==> src/rtl/serial_subtractor.sv <==
// serial_subtractor: bit-serial two's-complement subtractor (diff = a - b).
// One result bit per clock, LSB first, through a single full adder fed with
// ~b and a registered carry preset to 1 (the +1 of the two's complement).
// Reports unsigned borrow and signed overflow alongside the result.
module serial_subtractor #(
    parameter int WIDTH = 8
) (
    input  logic             clk,
    input  logic             rst_n,
    input  logic             start,
    input  logic [WIDTH-1:0] a,
    input  logic [WIDTH-1:0] b,
    output logic             busy,
    output logic             done,
    output logic [WIDTH-1:0] diff,
    output logic             borrow,
    output logic             overflow
);

    localparam int CW = (WIDTH > 1) ? $clog2(WIDTH) : 1;
    localparam logic [CW-1:0] LAST = CW'(WIDTH - 1);

    typedef enum logic [1:0] {IDLE, SHIFT, DONE} state_t;

    state_t           state;
    state_t           state_nxt;
    logic [WIDTH-1:0] sa;
    logic [WIDTH-1:0] sb;
    logic [WIDTH-1:0] res;
    logic [WIDTH-1:0] res_nxt;
    logic             carry;
    logic [CW-1:0]    cnt;
    logic             accept;
    logic             last;
    logic             nb;
    logic             s;
    logic             cout;

    // start only counts while not shifting; a request mid-SHIFT is dropped
    assign accept = start && (state == IDLE || state == DONE);
    assign last   = (state == SHIFT) && (cnt == LAST);

    // The single 1-bit full adder: a + ~b + carry
    assign nb   = ~sb[0];
    assign s    = sa[0] ^ nb ^ carry;
    assign cout = (sa[0] & nb) | (sa[0] & carry) | (nb & carry);

    // New sum bit enters at the MSB so the LSB-first stream lands in place
    generate
        if (WIDTH == 1) begin : g_res_w1
            assign res_nxt = s;
        end else begin : g_res_wn
            assign res_nxt = {s, res[WIDTH-1:1]};
        end
    endgenerate

    // State register
    always_ff @(posedge clk) begin
        if (!rst_n) state <= IDLE;
        else        state <= state_nxt;
    end

    // Next-state logic
    always_comb begin
        state_nxt = state;
        case (state)
            IDLE:    if (start) state_nxt = SHIFT;
            SHIFT:   if (cnt == LAST) state_nxt = DONE;
            DONE:    state_nxt = start ? SHIFT : IDLE;
            default: state_nxt = IDLE;
        endcase
    end

    // Outputs decoded from state; done is the single DONE cycle
    always_comb begin
        busy = 1'b0;
        done = 1'b0;
        case (state)
            SHIFT:   busy = 1'b1;
            DONE:    done = 1'b1;
            default: ;
        endcase
    end

    // Operand capture, bit-serial datapath and result publication.
    // On the MSB bit the live carry register is the carry into the MSB, so
    // overflow is formed from it and cout directly on that edge.
    always_ff @(posedge clk) begin
        if (!rst_n) begin
            sa       <= '0;
            sb       <= '0;
            res      <= '0;
            carry    <= 1'b0;
            cnt      <= '0;
            diff     <= '0;
            borrow   <= 1'b0;
            overflow <= 1'b0;
        end else if (accept) begin
            sa    <= a;
            sb    <= b;
            carry <= 1'b1;
            cnt   <= '0;
        end else if (state == SHIFT) begin
            sa    <= sa >> 1;
            sb    <= sb >> 1;
            res   <= res_nxt;
            carry <= cout;
            cnt   <= cnt + 1'b1;
            if (last) begin
                diff     <= res_nxt;
                borrow   <= ~cout;
                overflow <= carry ^ cout;
            end
        end
    end

endmodule

==> config.mk <==
export PLATFORM = sky130hd
export DESIGN_NAME = serial_subtractor
export DESIGN_NICKNAME = d
export VERILOG_FILES = /design/src/rtl/serial_subtractor.sv
export SDC_FILE = /design/constraint.sdc
export NUM_CORES = 1
export LEC_CHECK = 0
export ABC_AREA = 1
export BUFFER_PORTS_ARGS = -buffer_cell sky130_fd_sc_hd__buf_2
export CORE_MARGIN = 8
export CORE_UTILIZATION = 50
export CTS_CLUSTER_SIZE = 12
export DETAILED_ROUTE_END_ITERATION = 8
export MAX_ROUTING_LAYER = met4
export PLACE_DENSITY = 0.72
export SYNTH_ARGS = -nofsm -noshare
export SYNTH_HDL_FRONTEND = slang
export SYNTH_SLANG_ARGS = --single-unit
export TNS_END_PERCENT = 30
==> constraint.sdc <==
create_clock -name clk -period 2.3 [get_ports clk]
set_clock_uncertainty 0.2 [all_clocks]
set_input_delay 0.23 -clock clk [delete_from_list [all_inputs] [get_ports clk]]
set_output_delay 0.23 -clock clk [all_outputs]
set_load 0.05 [all_outputs]
==> results of run 1 <==
[state kept, by name (all words and copies together), names as in the netlist]
name	flops
sb	8
res	7
state	2
sa	8
diff	8
borrow	1
cnt	3
carry	1
overflow	1
[layer usage]
| layer | GRT usage | share of wire | vias to the layer above |
|---|---|---|---|
| li1 | - | - | 796 |
| met1 | 0.170 | 0.47 | 642 |
| met2 | 0.216 | 0.47 | 23 |
| met3 | 0.0487 | 0.051 | 4 |
| met4 | 0.0384 | 0.0093 | 0 |
| met5 | - | 0 | - |
[synth_stat cells]
master | instances | area [um2]
nand2_1 | 37 | 139
clkinv_1 | 1 | 3.75
fa_1 | 1 | 20.0
a21oi_1 | 14 | 70.1
buf_2 | 1 | 5.00
buf_6 | 5 | 56.3
clkbuf_1 | 1 | 3.75
nor2_1 | 44 | 165
nand3_1 | 17 | 85.1
a211oi_1 | 1 | 7.51
xor2_1 | 2 | 17.5
dfxtp_1 | 39 | 781
ha_1 | 2 | 25.0
buf_4 | 1 | 7.51
o21ai_2 | 2 | 17.5
nor2_8 | 1 | 20.0
nand2_2 | 2 | 12.5
inv_2 | 3 | 11.3
nor2_4 | 2 | 22.5
buf_8 | 1 | 15.0
nand2_4 | 2 | 22.5
o21ai_0 | 21 | 105
nand2_8 | 2 | 40.0
inv_8 | 1 | 11.3
inv_1 | 28 | 105
a211oi_2 | 1 | 12.5
[worst paths after layout]
check | startpoint | slack [ns] | end | cells past startpoint
max | state[0] | 0.38 | busy | 3
min | b[4] | 0.01 | sb[4] | 5
max reg2reg | state[0] | 0.69 | diff[6] | 6
min reg2reg | sa[7] | 0.27 | sa[7] | 2
[cell families (layout without fill, tap and decap cells)]
logic type,count (synthesis),in the layout,synth area share
buffers and inverters,42,79,0.123
XOR/XNOR,2,2,0.00983
flip-flops,39,39,0.438
AO/OA/AOI/OAI,39,39,0.119
adder cells (fa/ha/maj),3,3,0.0253
AND/OR/NAND/NOR,107,107,0.284
[metrics by stage]
step	std cells	area, um2	total power, mW	util	worst slack (ns)
after CTS	314	2040	1.32	0.601	0.373
after floorplan	232	1780	0.925	-	0.739
after global routing	315	2050	1.38	0.604	0.317
final	315	2050	1.31	0.604	0.383
after detailed placement	300	1910	0.959	0.563	0.706
after global placement	300	1910	0.956	0.563	0.717
[repair_timing]
item | 4_1_cts | 5_1_grt
setup endpoints to repair | 0 | 0
endpoints found under the hold margin | 7 | 1
hold buffers | 7 | 1
[report_power, final]
part | switching (mW) | internal, mW | total (mW)
Clock | 0.217 | 0.142 | 0.359
Sequential | 0.0234 | 0.717 | 0.740
Combinational | 0.131 | 0.0825 | 0.214
[worst min-delay path: stages]
cell and delay (ns):
buf_2 0.07, o21ai_0 0.07, inv_1 0.05, nand2_1 0.04
nor2_1 0.07
[cell type report]
cell class	count	area (um2)	share of cell area
Inverter	33	131	0.0642
Clock inverter	1	5.00	0.00245
Tap cell	46	57.6	0.0281
Clock buffer	6	51.3	0.0251
Multi-Input combinational cell	151	782	0.382
Timing Repair Buffer	39	238	0.116
Sequential cell	39	781	0.382
==> impl_metrics.ini, run 1 <==
[logic_synthesis]
synth_area_per_cell_um2 = 7.68
yosysUniqueCellTypes = 26
syn_inst = 232
syn_area_mm2 = 0.00178
yosysWarnings = 0
syn-num-nets = 254
yosysSeqAreaShare = 0.438
postSynthRegisterBits = 39

[grt]
grt_use_total = 0.140
grt_max_degree = 29
antenna_found_initial = 0
grt_remaining_overflow = 0
grt_pass1_wl_mm = 5.98
grt_pass1_vias = 1339

[timing]
rsz0062_at_grt = no
final_max_slew_viol_count = 0
hold-worst-slack_ns = 0.0123
fin_crit_sh = 0.833
fin_tns_setup_ns = 0
relSlewSlack = 0.702
fmax_ghz = 0.522
period_needed_ns = 1.92
tightest_slew_ns = 0.448
final-hold-violation-count = 0
finalSetupViolations = 0

[placed_design]
place.gp.congestion = 0.756
io_buffers = 30
dp_hpwl_mm = 2.36

[power_and_ir_drop]
p_per_area_mw_per_mm2 = 642
p_leak_nw = 1.03
vdd_drop_max_v = 0.000356

[routing]
antenna_left = 0
detailedRoute.firstPassIterationCount = 4
dr.first_iter.drc_count = 121
routed_via_density = 4.65
wl_per_cell_um = 11.2
wl_mm = 3.54
drc_errors = 0
vias = 1465

[clocking]
clkSinkCount = 39
cts.clk_slew.worst_paths_ns = 0.11
cts_buffers = 5
cts_resized = 0
htreeDepth = 2
clk_path_buf_depth = 2
cts_tree = done
cts-root-buf = clkbuf_4
post-cts-setup-buffer-count = 0
clkLatencyLatePin_ns = 0.35

[finish]
mostFrequentLayoutCells = nor2_1 (44), dfxtp_1 (39), nand2_1 (37), buf_2 (30), inv_1 (28)
final_nets = 291
fillCellCount = 317
area_growth_pct = 14.8
final_common_cell = nor2_1
layout-drive-gt1-share = 0.201
diodes = 0

[worst_setup_path]
crit_path_top_delay_cell = dfxtp_1
critPathKind = flop to output port
start_kind = flop
cpPeakStageDelay_ns = 0.45
crit_buf_inv = 2
required_ns = 1.87
crit_fanout = 13
endpoint_kind = output port
path_cells = inv_8, nor2_4, buf_2
cp_top_family = flip-flops
arrival_ns = 1.49

[floorplanning]
die_w_um = 75.7
start_util = 0.526
die_y_um = 75.7
die-area_mm2 = 0.00573
rows = 21
core-area_mm2 = 0.00339
io_pins = 31

[min_path]
hold_path.class = input pin to flop

[status]
status = completed

[flow_run]
cap_violations = 0
No activity file was read; power rests on OpenSTA's default activity.
==> inputs of run 2 (changes only) <==
--- a/config.mk
+++ b/config.mk
@@ -8,11 +8,11 @@
 export ABC_AREA = 1
 export BUFFER_PORTS_ARGS = -buffer_cell sky130_fd_sc_hd__buf_2
 export CORE_MARGIN = 8
-export CORE_UTILIZATION = 50
+export CORE_UTILIZATION = 49
 export CTS_CLUSTER_SIZE = 12
 export DETAILED_ROUTE_END_ITERATION = 8
 export MAX_ROUTING_LAYER = met4
-export PLACE_DENSITY = 0.72
+export PLACE_DENSITY = 0.74
 export SYNTH_ARGS = -nofsm -noshare
 export SYNTH_HDL_FRONTEND = slang
 export SYNTH_SLANG_ARGS = --single-unit
==> constraint.sdc (replaced) <==
create_clock -name clk -period 1.74 [get_ports clk]
set_clock_uncertainty 0.2 [all_clocks]
set_input_delay 0.174 -clock clk [delete_from_list [all_inputs] [get_ports clk]]
set_output_delay 0.174 -clock clk [all_outputs]
set_load 0.05 [all_outputs]
==> run 2 against run 1 <==
Critical path depth up 1. Power up 56%. First-iteration DRC count down 13%. Final cell count up 4.4%. Via count up 5.5%. Combinational power up 47%. Largest power group unchanged.
==> impl_metrics.ini, run 2 (synthesis results as in run 1) <==
[placed_design]
io_buffers = 30
place.gp.congestion = 0.750
place_area_mm2 = 0.00193
dp_hpwl_mm = 2.42

[finish]
reg_top3 = diff: 8 flops, sa: 8 flops, sb: 8 flops
final_nets = 302
final_area_mm2 = 0.00221
area_growth_pct = 23.8
final_util = 0.616
final_common_cell = nor2_1
layout-drive-gt1-share = 0.203
diodes = 0
mostFrequentLayoutCells = nor2_1 (44), dfxtp_1 (39), nand2_1 (37), buf_2 (29), inv_1 (28)

[clocking]
cts_tree = done
cts-root-buf = clkbuf_4
clkLatencyLatePin_ns = 0.35
cts_buffers = 5
clkSinkCount = 39
cts.clk_slew.worst_paths_ns = 0.12
clk_path_buf_depth = 2
htreeDepth = 2

[routing]
dr.first_iter.drc_count = 105
wl_per_cell_um = 11.8
detailedRoute.firstPassIterationCount = 4
routed_via_density = 4.70
vias = 1545
antenna_left = 0
wl_mm = 3.87
drc_errors = 0

[timing]
final-hold-violation-count = 0
final_max_slew_viol_count = 0
relSlewSlack = 0.792
rsz0062_at_grt = no
tightest_slew_ns = 0.310
fmax_ghz = 0.603
fin_crit_sh = 0.954
fin_tns_setup_ns = 0
finalSetupViolations = 0
period_needed_ns = 1.66

[floorplanning]
start_util = 0.498
io_pins = 31
die_w_um = 76.3
core-area_mm2 = 0.00358
die_y_um = 76.3
die-area_mm2 = 0.00582
rows = 22

[worst_setup_path]
critPathKind = flop to output port
required_ns = 1.37
endpoint_kind = output port
crit_fanout = 9
arrival_ns = 1.29
start_kind = flop

[power_and_ir_drop]
vdd_drop_max_v = 0.000857
p_leak_nw = 1.10
total_power_mw = 2.04
p_per_area_mw_per_mm2 = 926

[grt]
antenna_found_initial = 0
grt_pass1_vias = 1439
grt_max_degree = 27
grt_remaining_overflow = 0
grt_pass1_wl_mm = 6.30
grt_use_total = 0.135

[flow_run]
cap_violations = 0

[min_path]
hold_path.class = input pin to flop

[status]
status = completed
run 2: per-stage QoR:
stage,cells,hold slack (ns),setup slack [ns]
2_1_floorplan,232,0.109,0.235
3_3_place_gp,304,0.201,0.267
3_5_place_dp,304,0.204,0.237
4_1_cts,328,0.0111,0.0116
5_1_grt,329,0.0277,0.00694
6_report,329,0.0286,0.0803
run 2: metal layers:
metal | GRT usage | share of wire | vias up
met5 | - | 0 | -
met4 | 0.0577 | 0.015 | 0
met3 | 0.0519 | 0.064 | 5
met2 | 0.220 | 0.49 | 39
met1 | 0.143 | 0.43 | 678
li1 | - | - | 823
run 2: what timing repair did:
item / CTS / global route
setup endpoints to repair: 1 / 1
hold buffers: 16 / 0
endpoints found under the hold margin: 15 / 0
pin swaps: 0 / 1
buffers inserted: 0 / 1
resized for setup: 2 / 1
run 2: final timing paths:
kind / slack, ns / from / depth (start not counted) / to
setup / recovery: 0.08 / state[0] / 4 / busy
hold reg to reg: 0.27 / sa[7] / 2 / sa[7]
setup reg to reg: 0.21 / cnt[0] / 7 / diff[3]
hold / removal: 0.03 / b[6] / 5 / sb[6]
run 2: area by class of cell:
type / instances / area [um2]
clock inverter: 2 / 60.1
clock buffer: 6 / 41.3
fill: 311 / 1370
sequential: 39 / 781
inverter: 33 / 131
multi-input combinational: 151 / 782
timing repair buffer: 50 / 350
tap: 48 / 60.1
run 2: where the power goes:
group / total, mW / internal [mW] / switching, mW
registers: 0.976 / 0.948 / 0.0285
clock network: 0.752 / 0.448 / 0.304
logic: 0.314 / 0.131 / 0.182
total: 2.04 / 1.53 / 0.515
run 2: worst max-delay path, stage by stage (launching register included):
cell,delay (ns)
dfxtp_1,0.35
buf_6,0.18
inv_8,0.06
nor2_4,0.17
buf_6,0.18
==> inputs of run 3 (changes only) <==
--- a/config.mk
+++ b/config.mk
@@ -13,6 +13,7 @@
 export DETAILED_ROUTE_END_ITERATION = 8
 export MAX_ROUTING_LAYER = met4
 export PLACE_DENSITY = 0.74
+export REMOVE_ABC_BUFFERS = 1
 export SYNTH_ARGS = -nofsm -noshare
 export SYNTH_HDL_FRONTEND = slang
 export SYNTH_SLANG_ARGS = --single-unit
==> run 3 against run 2 <==
Sequential cell count is the same. Sequential share of layout area increased by 0.39 points. Power decreased by 0.96%. Final cell count fell by 0.30%. Critical path depth shrank 1. Global-route usage is 0.14 points higher. Non-clock buffer count shrank 1. Routed wire length is 6.9% lower. Sequential power rose by 0.7%. Via count down 1.1%. Clock-buffer cell count unchanged. Utilization is 0.38 points lower. Critical path type unchanged.
==> impl_metrics.ini, run 3 (synthesis results as in run 1) <==
[timing]
rsz0062_at_grt = no
fin_crit_sh = 0.943
period_needed_ns = 1.64
final-hold-violation-count = 0
setup_ws_ns = 0.0998
fin_tns_setup_ns = 0
finalSetupViolations = 0
tightest_slew_ns = 0.297
final_max_slew_viol_count = 0
fmax_ghz = 0.610
relSlewSlack = 0.801

[min_path]
hp-start = rst_n
hold_path.class = input pin to flop
min_to = state[0]
min_path_cells = 3

[finish]
layout-drive-gt1-share = 0.207
final_common_cell = nor2_1
area_growth_pct = 23.0
seqCellArea_um2 = 785
diodes = 0
final_util = 0.613
fillCellCount = 334
final_cells = 328
reg_top3 = diff: 8 flops, sa: 8 flops, sb: 8 flops
multi_input_area_um2 = 782
final_nets = 301
mostFrequentLayoutCells = nor2_1 (44), dfxtp_1 (38), nand2_1 (37), buf_2 (29), inv_1 (28)

[power_and_ir_drop]
p_per_area_mw_per_mm2 = 923
p_leak_nw = 1.09
vdd_drop_max_v = 0.000561
total_power_mw = 2.02

[placed_design]
place.gp.congestion = 0.774
dp_cells = 305
io_buffers = 30
place_ws_ns = 0.170
dp_hpwl_mm = 2.49

[grt]
met1_usage = 0.156
use_met3 = 0.0531
grt_pass1_wl_mm = 6.47
grt_remaining_overflow = 0
grt_util_met2 = 0.214
antenna_found_initial = 0
grt_pass1_vias = 1477
grt_use_total = 0.137
grt_most_used_layer = met2
grt_max_degree = 28

[worst_setup_path]
reg2reg_depth = 7
required_ns = 1.37
critPathKind = flop to output port
start_kind = flop
r2r_slack_ns = 0.18
arrival_ns = 1.27
endpoint_kind = output port
crit_fanout = 4
r2r-end = diff[1]
regToRegStartpoint = cnt[0]

[clocking]
clkLatencyLatePin_ns = 0.34
clkSinkCount = 39
htreeDepth = 2
cts-root-buf = clkbuf_4
cts_buffers = 5
cts_tree = done
clk_path_buf_depth = 2
cts.clk_slew.worst_paths_ns = 0.11

[routing]
wl_mm = 3.61
drc_errors = 0
dr.first_iter.drc_count = 97
wl_per_cell_um = 11.0
antenna_left = 0
vias = 1528
detailedRoute.firstPassIterationCount = 4
routed_via_density = 4.66

[floorplanning]
rows = 22
core-area_mm2 = 0.00358
die_y_um = 76.3
io_pins = 31
die-area_mm2 = 0.00582
start_util = 0.498
die_w_um = 76.3

[status]
status = completed

[flow_run]
cap_violations = 0
==> run 3: cell types whose count changed in the layout (fill, tap and decap cells not counted), sizes merged <==
cell,delta
dlygate4sd3,-1
==> run 3: how the worst max path moves through the flow <==
stage              from      end  slack, ns
2_1_floorplan  state[0]    sa[2]       0.02
3_3_place_gp   state[0]     busy       0.25
3_5_place_dp   state[0]  diff[1]       0.17
4_1_cts        state[0]     busy       0.03
5_1_grt        state[0]     busy       0.03
6_report       state[0]     done        0.1
==> run 3: metrics by stage <==
stage	hold slack [ns]	area [um2]
after floorplan	0.0981	1690
after global placement	0.198	1930
after detailed placement	0.209	1930
after CTS	0.00153	2190
after global routing	0.00197	2190
final	0.00160	2190
==> run 3: layer usage <==
layer	share of wire	wire [um]
met5	0	0
met4	0.020	71
met3	0.051	184
met2	0.45	1630
met1	0.48	1720
==> run 3: cell type report <==
type / instances / area share
multi-input cells: 151 / 0.357
clock buffers: 6 / 0.0188
inverters: 33 / 0.0599
repair buffers: 49 / 0.152
clock inverters: 2 / 0.0274
flip-flops and latches: 39 / 0.358
well taps: 48 / 0.0274
==> run 3: power by group <==
group | leakage [nW] | switching, mW | internal [mW] | total [mW]
Sequential | 0.320 | 0.0354 | 0.948 | 0.983
Clock | 0.0525 | 0.296 | 0.448 | 0.745
Combinational | 0.722 | 0.169 | 0.126 | 0.295
Total | 1.09 | 0.501 | 1.52 | 2.02
==> run 3: what timing repair did <==
action | in CTS | in global routing
cloned | 0 | 0
hold buffers | 15 | 0
buffers inserted | 0 | 0
gates resized for setup | 2 | 1
setup endpoints to repair | 2 | 1
hold endpoints to repair | 15 | 0
pin swaps | 0 | 0
==> run 3: critical path, cell delays in order, from the launching register on <==
cell     delay [ns]
dfxtp_4        0.41
buf_4          0.16
nor2_1         0.09
buf_2          0.26
